`src/rtl/fxp_div_flow_ctrl_if.sv`:
```
//------------------------------------------------------------------------------
// Module   : fxp_div_flow_ctrl_if
// Brief    : Handshake and result bus between divider flow control and its env.
// Revision : 1.0
//------------------------------------------------------------------------------
`default_nettype none

interface fxp_div_flow_ctrl_if #(
  parameter int WOI   = 8,
  parameter int WOF   = 8,
  parameter int DEPTH = 4
);
  logic                       s_valid;
  logic                       s_ready;
  logic                       issue;
  logic [WOI+WOF-1:0]         div_out;
  logic                       div_overflow;
  logic                       m_valid;
  logic                       m_ready;
  logic [WOI+WOF-1:0]         m_data;
  logic                       m_overflow;
  logic [$clog2(DEPTH):0]     outstanding;

  modport master (
    output s_valid, div_out, div_overflow, m_ready,
    input  s_ready, issue, m_valid, m_data, m_overflow, outstanding
  );

  modport slave (
    input  s_valid, div_out, div_overflow, m_ready,
    output s_ready, issue, m_valid, m_data, m_overflow, outstanding
  );
endinterface

`default_nettype wire

```
`src/rtl/fxp_div_flow_ctrl.sv`:
```
//------------------------------------------------------------------------------
// Module   : fxp_div_flow_ctrl
// Brief    : Credit-gated issue control and in-order result FIFO for a
//            fixed-latency pipelined fixed-point divider.
// Revision : 1.0
//------------------------------------------------------------------------------
`default_nettype none

module fxp_div_flow_ctrl #(
  parameter int WOI   = 8,
  parameter int WOF   = 8,
  parameter int LAT   = WOI + WOF + 3,
  parameter int DEPTH = 4
) (
  input  wire logic          clk,
  input  wire logic          rst,
  fxp_div_flow_ctrl_if.slave bus
);
  localparam int c_w  = WOI + WOF;
  localparam int c_aw = $clog2(DEPTH);
  localparam int c_cw = c_aw + 1;
  localparam logic [c_cw-1:0] c_depth   = c_cw'(DEPTH);
  localparam logic [c_cw-1:0] c_cnt_one = c_cw'(1);
  localparam logic [c_aw-1:0] c_ptr_one = c_aw'(1);

  logic [LAT-1:0]  vsr_q, vsr_d;
  logic [c_aw-1:0] wr_ptr_q, wr_ptr_d;
  logic [c_aw-1:0] rd_ptr_q, rd_ptr_d;
  logic [c_cw-1:0] count_q, count_d;
  logic [c_cw-1:0] outst_q, outst_d;
  logic [c_w:0]    mem_q [DEPTH];

  logic w_sready, w_issue, w_cap, w_mvalid, w_pop;
  logic [c_w:0] w_head;

  // Credits count every pair between issue and pop, so the FIFO can never overflow.
  assign w_sready = (outst_q < c_depth);
  assign w_issue  = bus.s_valid & w_sready;
  assign w_cap    = vsr_q[LAT-1];
  assign w_mvalid = (count_q != '0);
  assign w_pop    = w_mvalid & bus.m_ready;
  assign w_head   = mem_q[rd_ptr_q];

  generate
    if (LAT == 1) begin : g_lat1
      assign vsr_d = w_issue;
    end else begin : g_latn
      assign vsr_d = {vsr_q[LAT-2:0], w_issue};
    end
  endgenerate

  always_comb begin
    wr_ptr_d = wr_ptr_q;
    rd_ptr_d = rd_ptr_q;
    count_d  = count_q;
    outst_d  = outst_q;
    if (w_cap) wr_ptr_d = wr_ptr_q + c_ptr_one;
    if (w_pop) rd_ptr_d = rd_ptr_q + c_ptr_one;
    case ({w_cap, w_pop})
      2'b10:   count_d = count_q + c_cnt_one;
      2'b01:   count_d = count_q - c_cnt_one;
      default: count_d = count_q;
    endcase
    case ({w_issue, w_pop})
      2'b10:   outst_d = outst_q + c_cnt_one;
      2'b01:   outst_d = outst_q - c_cnt_one;
      default: outst_d = outst_q;
    endcase
  end

  always_ff @(posedge clk or posedge rst) begin
    if (rst) begin
      vsr_q    <= '0;
      wr_ptr_q <= '0;
      rd_ptr_q <= '0;
      count_q  <= '0;
      outst_q  <= '0;
    end else begin
      vsr_q    <= vsr_d;
      wr_ptr_q <= wr_ptr_d;
      rd_ptr_q <= rd_ptr_d;
      count_q  <= count_d;
      outst_q  <= outst_d;
    end
  end

  // Storage is left unreset; the output mux masks it while the FIFO is empty.
  always_ff @(posedge clk) begin
    if (w_cap) mem_q[wr_ptr_q] <= {bus.div_overflow, bus.div_out};
  end

  assign bus.s_ready     = w_sready;
  assign bus.issue       = w_issue;
  assign bus.m_valid     = w_mvalid;
  assign bus.m_data      = w_mvalid ? w_head[c_w-1:0] : '0;
  assign bus.m_overflow  = w_mvalid & w_head[c_w];
  assign bus.outstanding = outst_q;

  a_no_fifo_overflow: assert property (@(posedge clk) disable iff (rst)
    !(w_cap && (count_q == c_depth)));

endmodule

`default_nettype wire

```
`src/flat_wrapper.sv`:
```
// flat-port wrapper written by rule: the top's interface ports become plain ports
module fxp_div_flow_ctrl_flat 
#(
  parameter int WOI   = 8,
  parameter int WOF   = 8,
  parameter int LAT   = WOI + WOF + 3,
  parameter int DEPTH = 4
)
  (clk, rst, bus_s_valid, bus_div_out, bus_div_overflow, bus_m_ready, bus_s_ready, bus_issue, bus_m_valid, bus_m_data, bus_m_overflow, bus_outstanding);
  fxp_div_flow_ctrl_if #(.WOI(WOI), .WOF(WOF), .DEPTH(DEPTH)) bus_i ();
  input  wire logic clk;
  input  wire logic rst;
  input wire logic [$bits(bus_i.s_valid)-1:0] bus_s_valid;
  input wire logic [$bits(bus_i.div_out)-1:0] bus_div_out;
  input wire logic [$bits(bus_i.div_overflow)-1:0] bus_div_overflow;
  input wire logic [$bits(bus_i.m_ready)-1:0] bus_m_ready;
  output wire logic [$bits(bus_i.s_ready)-1:0] bus_s_ready;
  output wire logic [$bits(bus_i.issue)-1:0] bus_issue;
  output wire logic [$bits(bus_i.m_valid)-1:0] bus_m_valid;
  output wire logic [$bits(bus_i.m_data)-1:0] bus_m_data;
  output wire logic [$bits(bus_i.m_overflow)-1:0] bus_m_overflow;
  output wire logic [$bits(bus_i.outstanding)-1:0] bus_outstanding;
  assign bus_i.s_valid = bus_s_valid;
  assign bus_i.div_out = bus_div_out;
  assign bus_i.div_overflow = bus_div_overflow;
  assign bus_i.m_ready = bus_m_ready;
  assign bus_s_ready = bus_i.s_ready;
  assign bus_issue = bus_i.issue;
  assign bus_m_valid = bus_i.m_valid;
  assign bus_m_data = bus_i.m_data;
  assign bus_m_overflow = bus_i.m_overflow;
  assign bus_outstanding = bus_i.outstanding;
  fxp_div_flow_ctrl #(.WOI(WOI), .WOF(WOF), .LAT(LAT), .DEPTH(DEPTH)) u_core (.clk(clk), .rst(rst), .bus(bus_i));
endmodule
```
`config.mk`:
```
export PLATFORM = sky130hd
export DESIGN_NAME = fxp_div_flow_ctrl_flat
export DESIGN_NICKNAME = d
export VERILOG_FILES = /design/src/rtl/fxp_div_flow_ctrl_if.sv /design/src/rtl/fxp_div_flow_ctrl.sv /design/src/flat_wrapper.sv
export SDC_FILE = /design/constraint.sdc
export NUM_CORES = 1
export LEC_CHECK = 0
export CORE_AREA = 2 2 99 101
export DETAILED_ROUTE_END_ITERATION = 12
export DIE_AREA = 0 0 101 103
export GPL_TIMING_DRIVEN = 0
export PLACE_DENSITY_LB_ADDON = 0.05
export SLEW_MARGIN = 30
export SYNTH_ARGS = -nofsm -noshare
export SYNTH_HDL_FRONTEND = slang
export SYNTH_SLANG_ARGS = --single-unit
```
`constraint.sdc`:
```
create_clock -name clk -period 3.2 [get_ports clk]
set_input_delay 0.64 -clock clk [delete_from_list [all_inputs] [get_ports clk]]
set_output_delay 0.64 -clock clk [all_outputs]
set_load 0.02 [all_outputs]
```
==> run metrics <==
Post-synth top flop edfxtp_1; Clock Latency Late Sink 0.35 ns; Net Sw Frac 31.4%; TritonCTS Buffers 9; Vert. Die Dim 103 um; Netlist cell types 20; RSZ-0062 raised after global routing false; most frequent cell after synthesis edfxtp_1; CP Class flip-flop to primary output; DRT Pass-1 Iters 4; Synth Area per Inst 20.3 um2; post-synthesis net count 209; post-route clock period utilization 91.1%; remaining routing DRC violations 0; CP startpoint kind flip-flop; Comb power frac 39.4%; FP Rows 36; initial antenna violation count 0; P&R area growth vs syn 20.5%; Pleak 1.64 nW; Final nets 263; crit path DAT 2.27 ns; Max Cap Viol 0; cell area power density 893 mW/mm2; Critical Path Sink Type primary output; Slew Limit Fails 0; EDFF count, synth 68; Final Critical Period 2.91 ns; vias in the first global route 1857; Final Hold Viols 0; largest net degree at the start of global routing 30; reg2reg path depth 9; DR iter-0 viols 50; Layout Skew 0.0124 ns; min-delay src u_core.vsr_q[17]; reg2reg setup slack 0.98 ns; VDD IR max 0.362 mV; Final GP Congestion 0.632; hold_buf cts 0; clock tree buffer depth 2; Root Buffer clkbuf_8; register bit total from synthesis 97; worst setup margin 0.285 ns; max frequency 0.343 GHz; wire per inst 17.0 um; CTS clk-pin slew, worst paths 0.08 ns; synthesized area 0.00366 mm2; CTS tree done; Slew @ Worst Pin 0.572 ns; run status finished, final reports clean; Final Total Pwr 3.94 mW; top cells by count, synth edfxtp_1 (68), dfrtp_1 (29), and2_1 (22); IO Port Bufs 43; setup_tns 0 ns; clock power share 17.5%; Async SR Flop Fraction 29.9%; Post-CTS Setup Bufs 0; Global Route Usage Sum 12.8%; hold depth 0; Routed Antenna Nets 0; Die W 101 um; Post-CTS Resized 0; Critical Path Fanout Max 10; global-route wire length before repair 9650 um; synth top area cells edfxtp_1 (56%), dfrtp_1 (20%), mux4_1 (6.5%), mux4_2 (4.9%), and2_1 (3.8%); grt ovf 0; Ports 44; Place WS 0.617 ns; Cell Int Power 2.70 mW; area of the multi-input gates 805 um2; fin util 46.6%; starting density of the core 38.7%; synth warn 0; number of fill cells 808; Vias 1684; DR vias/cell 4.77; hold endpoint u_core.vsr_q[18]; Slew headroom 61.8%; ANT cells 0; Final HPWL DP 3790 um; post-synth top area share 55.8%; required time of the critical path 2.56 ns; Mapped Cells 180; die area 0.0104 mm2; H-tree depth 3; switching pwr 1.24 mW; final setup violating endpoints 0; FF+latch area 0.00277 mm2; core area 0.00946 mm2; post-synth top area cell edfxtp_1; Seq pwr share 43.1%; final wirelength 6010 um; Tightest Hold Check Type flip-flop to flip-flop; RR Startpoint u_core.count_q[0]; Seq/Total Area, Yosys 75.6%; FF-to-FF End u_core.count_q[2]; layout cell share with drive strength beyond 1 13.4%; TritonCTS Sinks 97
[registers in the layout (all words and copies together) (netlist names)]
register                cells
u_core.rd_ptr_q             2
u_core.vsr_q               19
u_core.count_q              3
u_core.mem_q               68
u_core.bus.outstanding      3
u_core.wr_ptr_q             2
[cell families after synthesis]
family | share of synthesized area, %
AOI/OAI and AO/OA | 0.137
xor gates and xnor gates | 2.15
adders and majority gates | 3.14
buffers and inverters | 2.60
DFF | 75.6
muxes | 11.9
and+or+nand+nor | 4.48
[how the worst max path moves through the flow]
stage,start,endpoint,slack (ns),depth (start not counted)
floorplan,u_core.rd_ptr_q[0],bus_m_data[10],1.25,4
global placement,u_core.rd_ptr_q[1],bus_m_data[11],0.63,5
finish,u_core.rd_ptr_q[1],bus_m_data[8],0.29,5
CTS,u_core.rd_ptr_q[1],bus_m_data[8],0.24,5
global route,u_core.rd_ptr_q[1],bus_m_data[11],0.13,5
detailed placement,u_core.rd_ptr_q[1],bus_m_data[8],0.62,5
[metrics by stage]
stage	hold slack, ns	cells	instance area (um2)
6_report	0.352	353	4410
5_1_grt	0.368	353	4410
4_1_cts	0.356	353	4410
3_5_place_dp	0.336	337	4240
3_3_place_gp	0.336	337	4240
2_1_floorplan	0.331	180	3660
[final cells by class]
class,instances,share of cell area [%]
Inverter,12,1.02
Clock inverter,5,0.681
Multi-Input combinational cell,65,18.2
Buffer,6,1.13
Timing Repair Buffer,43,9.76
Sequential cell,97,62.7
Clock buffer,11,3.20
Tap cell,114,3.23
[critical path, stage by stage (launching register included)]
cell and delay (ns):
dfrtp_1 0.32, buf_2 0.23, buf_2 0.33, mux4_2 0.34, and2_1 0.18, clkdlybuf4s50_1 0.54
[placed cells by master, fill, tap and decap left out]
cell type	n
dfrtp_1	29
clkbuf_8	10
xnor2_1	4
inv_2	1
nor2_1	2
mux4_2	8
clkdlybuf4s50_1	43
clkinv_1	1
nand3_1	1
buf_2	3
mux4_1	9
xor2_1	5
inv_4	2
and2_1	18
fa_1	2
nand2_1	2
ha_1	6
inv_1	11
mux2i_1	2
clkbuf_1	2
buf_6	1
clkinv_2	1
o21ai_0	1
clkinv_4	1
buf_12	1
or3_1	1
and2_2	4
edfxtp_1	68
[power by group through the flow]
| stage | sequential [mW] | clock, mW | combinational [mW] |
|---|---|---|---|
| after CTS | 1.70 | 0.717 | 1.59 |
| after global routing | 1.73 | 0.774 | 1.71 |
| after global placement | 1.71 | 0 | 1.54 |
| after floorplan | 1.72 | 0 | 0.969 |
| after detailed placement | 1.72 | 0 | 1.59 |
| final | 1.70 | 0.689 | 1.55 |
[routing by layer]
layer | vias up | routed length (um) | track usage (%)
li1 | 776 | - | -
met1 | 869 | 2500 | 15.2
met2 | 30 | 3240 | 22.7
met3 | 9 | 182 | 2.71
met4 | 0 | 97 | 5.61
met5 | - | 0 | 0
Power figures use the tool's default switching activity.
